[src/rtl/bcd_to_bin.sv]
// Purpose : packed-BCD to binary converter using reverse double-dabble
//           (shift right, subtract 3 from every BCD nibble >= 8).
// Latency : done pulses 2+8*NDIGITS edges after start is sampled, or 2 edges for invalid input.
// Backpressure: none; start is ignored while busy and not queued.
// Ports   : clk, rst_n (async active-low)
//           start  - request; sampled only when idle
//           bcdin  - packed BCD operand, MS digit in top nibble; captured with start
//           binout - binary result; holds the last valid result
//           busy   - high while a conversion is in flight
//           done   - one-cycle completion pulse (valid or error)
//           err    - updated with done; high if any input nibble was > 9
module bcd_to_bin #(
   parameter int NDIGITS = 4,
   parameter int BIN_W   = 14
) (
   input  logic                   clk,
   input  logic                   rst_n,
   input  logic                   start,
   input  logic [4*NDIGITS-1:0]   bcdin,
   output logic [BIN_W-1:0]       binout,
   output logic                   busy,
   output logic                   done,
   output logic                   err
);

   localparam int W  = 4 * NDIGITS;
   localparam int CW = $clog2(W + 1);

   typedef enum logic [2:0] {
      S_IDLE,
      S_LOAD,
      S_SHIFT,
      S_CORRECT,
      S_FIN
   } state_t;

   state_t            state_q, state_d;
   logic [2*W-1:0]    sr_q, sr_d;
   logic [CW-1:0]     cnt_q, cnt_d;
   logic              bad_q, bad_d;
   logic              err_q, err_d;
   logic              busy_q, busy_d;
   logic              done_q, done_d;
   logic [BIN_W-1:0]  bin_q, bin_d;

   // Per-nibble view of the BCD half of the shift register.
   logic              nib_bad;
   logic [W-1:0]      bcd_corr;

   always_comb begin
      nib_bad  = 1'b0;
      bcd_corr = sr_q[2*W-1:W];
      for (int i = 0; i < NDIGITS; i++) begin
         if (sr_q[W + 4*i +: 4] > 4'd9) begin
            nib_bad = 1'b1;
         end
         // After a right shift a nibble >= 8 carried a "ten" across the
         // boundary as 16/2 = 8; subtracting 3 turns that into 5 (= 10/2).
         if (sr_q[W + 4*i +: 4] >= 4'd8) begin
            bcd_corr[4*i +: 4] = sr_q[W + 4*i +: 4] - 4'd3;
         end
      end
   end

   always_comb begin
      state_d = state_q;
      sr_d    = sr_q;
      cnt_d   = cnt_q;
      bad_d   = bad_q;
      err_d   = err_q;
      busy_d  = busy_q;
      done_d  = 1'b0;
      bin_d   = bin_q;

      case (state_q)
         S_IDLE: begin
            if (start) begin
               sr_d    = {bcdin, {W{1'b0}}};
               cnt_d   = '0;
               busy_d  = 1'b1;
               state_d = S_LOAD;
            end
         end
         S_LOAD: begin
            // The error flag is kept internally until the done pulse so the
            // err output stays stable between completions.
            bad_d   = nib_bad;
            state_d = nib_bad ? S_FIN : S_SHIFT;
         end
         S_SHIFT: begin
            sr_d    = {1'b0, sr_q[2*W-1:1]};
            cnt_d   = cnt_q + CW'(1);
            state_d = S_CORRECT;
         end
         S_CORRECT: begin
            if (cnt_q == CW'(W)) begin
               state_d = S_FIN;
            end else begin
               sr_d    = {bcd_corr, sr_q[W-1:0]};
               state_d = S_SHIFT;
            end
         end
         S_FIN: begin
            if (!bad_q) begin
               // Bits of acc above BIN_W are zero for any valid operand.
               bin_d = sr_q[BIN_W-1:0];
            end
            err_d   = bad_q;
            done_d  = 1'b1;
            busy_d  = 1'b0;
            state_d = S_IDLE;
         end
         default: begin
            busy_d  = 1'b0;
            state_d = S_IDLE;
         end
      endcase
   end

   always_ff @(posedge clk or negedge rst_n) begin
      if (!rst_n) begin
         state_q <= S_IDLE;
         sr_q    <= '0;
         cnt_q   <= '0;
         bad_q   <= 1'b0;
         err_q   <= 1'b0;
         busy_q  <= 1'b0;
         done_q  <= 1'b0;
         bin_q   <= '0;
      end else begin
         state_q <= state_d;
         sr_q    <= sr_d;
         cnt_q   <= cnt_d;
         bad_q   <= bad_d;
         err_q   <= err_d;
         busy_q  <= busy_d;
         done_q  <= done_d;
         bin_q   <= bin_d;
      end
   end

   assign binout = bin_q;
   assign busy   = busy_q;
   assign done   = done_q;
   assign err    = err_q;

endmodule

[config.mk]
export PLATFORM = sky130hd
export DESIGN_NAME = bcd_to_bin
export DESIGN_NICKNAME = d
export VERILOG_FILES = /design/src/rtl/bcd_to_bin.sv
export SDC_FILE = /design/constraint.sdc
export NUM_CORES = 1
export LEC_CHECK = 0
export ABC_CLOCK_PERIOD_IN_PS = 3300
export CAP_MARGIN = 10
export CORE_MARGIN = 2
export CORE_UTILIZATION = 60
export CTS_CLUSTER_SIZE = 24
export DETAILED_ROUTE_END_ITERATION = 6
export PLACE_DENSITY_LB_ADDON = 0.3
export SLEW_MARGIN = 40
export SYNTH_ARGS = -nofsm -noshare
export SYNTH_HDL_FRONTEND = slang
export SYNTH_SLANG_ARGS = --single-unit
[constraint.sdc]
create_clock -name clk -period 3.3 [get_ports clk]
set_input_delay 0.66 -clock clk [delete_from_list [all_inputs] [get_ports clk]]
set_output_delay 0.66 -clock clk [all_outputs]
set_load 0.02 [all_outputs]
==> results.py <==
metrics = {
    "clocking": {
        "cts_inserted_buffers": 9,
        "post_cts_resized": 0,
        "clk_path_buf_depth": 2,
        "cts_root_buffer": "clkbuf_8",
        "post_cts_buffers": 0,
        "h-tree-depth": 3,
        "clock-sinks": 58,
        "worst_skew_pair.late_latency_ps": 340,
        "clkTransAtPathRegs_ps": 70,
        "cts_tree": "built",
        "postCtsHoldBufs": 0,
    },
    "placed_design": {
        "placed_cells": 394,
        "place_area_um2": 3420,
        "hpwlAfterDp_mm": 4.054,
        "pre_cts_ws_ps": 855.6,
        "port_buffers": 35,
        "gp_congestion": 0.7779,
    },
    "global_routing": {
        "grt_pass1_vias": 2227,
        "grt_antenna_before_repair": 0,
        "grt.total_usage": 0.2338,
        "grt_pass1_wl_mm": 10.06,
        "overflow": 0,
        "grt_max_degree": 46,
    },
    "routing": {
        "drt-pass1-iter-count": 4,
        "remaining_drc_errors": 0,
        "vias_per_cell": 5.732,
        "drt_iter0_drc": 255,
        "finalWirelength_mm": 6.092,
        "vias": 2350,
        "wire_per_inst_um": 14.86,
        "antenna_left": 0,
    },
    "final_layout": {
        "finalInstanceArea_um2": 3623,
        "synthToLayoutAreaGrowth_pct": 17.63,
        "seq_area_um2": 1451,
        "fin_nets": 372,
        "utilization": 0.7186,
        "instances_no_fill": 410,
        "n_antenna_cell": 0,
        "fillers": 385,
        "drive_above_1_share": 0.1088,
        "multi_input_area_um2": 1454,
    },
    "yosys": {
        "synth_flop_cell": "dfrtp_1",
        "yosysMostFrequentCell": "dfrtp_1",
        "synth-edff-count": 0,
        "ys_ff_latch": 58,
        "yosysTopAreaCell": "dfrtp_1",
        "async_reset_ff_frac": 1.000,
        "avgSynthCellArea_um2": 10.20,
        "yosysUniqueCellTypes": 38,
        "synth_top_area_share": 0.4712,
        "netlist_area_um2": 3080,
        "synth_commonest_cells": "58 x dfrtp_1, 46 x nand2_1, 23 x nand3_1, 23 x nor2_1, 22 x a21oi_1",
        "seq_area_frac_synth": 0.4712,
        "ys_top_cells_by_area": "dfrtp_1 47%, ha_1 7.3%, nand2_1 5.6%",
        "yosys_warnings": 0,
        "synth_nets": 339,
        "netlist_instances": 302,
    },
    "power_and_ir_drop": {
        "vdd_drop_max_mv": 0.3990,
        "power_mw": 2.878,
        "power_density_nw_per_um2": 794.3,
        "p_leak_nw": 1.697,
    },
    "sta": {
        "tightest_slew_ps": 622.2,
        "slew_violations": 0,
        "final.min_clock_period_ps": 2079,
        "rsz0062_at_grt": "false",
        "setup_ws_ps": 1221,
        "hold_violations": 0,
        "fmax_mhz": 480.9,
        "hold_slack_ps": 320.9,
        "clock_skew_ps": 8.171,
        "tns_ps": 0,
        "finalCritPeriodShare": 0.6301,
        "maxSlewHeadroom": 0.5848,
        "setup_viol": 0,
    },
    "worst_setup_path": {
        "cp-start-kind": "primary input",
        "reg2reg_slack_ps": 1300,
        "reg2regPathDepth": 4,
        "worst-setup-path-type": "in2reg",
        "required_ps": 3520,
        "cp_data_arrival_time_ps": 2300,
        "reg2reg_to": "sr_q[30]$_DFFE_PN0P_",
        "r2r-start": "state_q[1]$_DFFE_PN0P_",
        "cp-end-kind": "flop",
        "critPathMaxFanout": 27,
    },
    "floorplanning": {
        "fp.dieArea_um2": 5723,
        "die_h_um": 75.65,
        "core-area_um2": 5042,
        "io_pins": 36,
        "die_w_um": 75.65,
        "row_count": 26,
        "start_util": 0.6109,
    },
    "outcome": {
        "status": "completed",
    },
    "worst_hold_path": {
        "worstHoldPathType": "in2async",
    },
    "flow_run": {
        "max_cap_viol_count": 0,
    },
}
layout by cell type, fill, tap and decap left out, drive strengths merged, types with 3 or more instances in the layout:
master         count
dfrtp             58
nand2             46
clkdlybuf4s50     34
nor2              25
nand3             24
a21oi             22
ha                18
mux2              16
inv               15
o21ai             13
a211oi            10
mux2i             10
clkbuf            10
a32o               5
nor3b              4
a221o              4
buf                4
clkinvlp           3
o31ai              3
kinds of logic (layout without fill, tap and decap cells):
family                     after synthesis  in the layout  synth area share
adders and majority gates               18             18           0.07311
xor gates and xnor gates                 2              2          0.005687
DFF                                     58             58            0.4712
buffers and inverters                   31             69           0.05767
and+or+nand+nor                        105            105            0.1613
muxes                                   26             26           0.09098
AOI/OAI and AO/OA                       62             62            0.1401
critical path, stage by stage:
cell and delay, ps:
clkdlybuf4s50_1 470, o21ai_2 400, buf_4 370, a211oi_1 120, a221o_1 270
area by class of cell:
class                   count  share of cell area
inverters                  15             0.01554
clock inverters             6             0.01830
clock buffers              10             0.03798
flip-flops and latches     58              0.4006
multi-input cells         213              0.4012
repair buffers             38              0.1022
well taps                  70             0.02417
worst max path at each step:
stage	slack (ps)	cells after the start	end	start
2_1_floorplan	1740	7	sr_q[18]$_DFFE_PN0P_	cnt_q[0]$_DFFE_PN0P_
3_3_place_gp	890	5	sr_q[22]$_DFFE_PN0P_	start
3_5_place_dp	860	5	sr_q[18]$_DFFE_PN0P_	start
4_1_cts	1220	5	sr_q[22]$_DFFE_PN0P_	start
5_1_grt	1090	5	sr_q[18]$_DFFE_PN0P_	start
6_report	1220	5	sr_q[18]$_DFFE_PN0P_	start
flip-flops by register name, summed over array words and instances, names as in the netlist:
name	cells
sr_q	32
binout	14
cnt_q	5
err	1
done	1
busy	1
bad_q	1
state_q	3
metal layers:
| metal | wire [um] | global-route usage |
|---|---|---|
| met2 | 2830 | 0.3594 |
| met5 | 0 | 0 |
| met3 | 290 | 0.04497 |
| met4 | 129 | 0.1053 |
| met1 | 2841 | 0.3238 |
report_power, final:
part	total [mW]	internal (mW)	switching, mW
clock	0.660	0.368	0.292
sequential	1.07	0.866	0.206
combinational	1.15	0.457	0.689
total	2.88	1.69	1.19
Note: power is estimated with default switching activity, not from simulation.
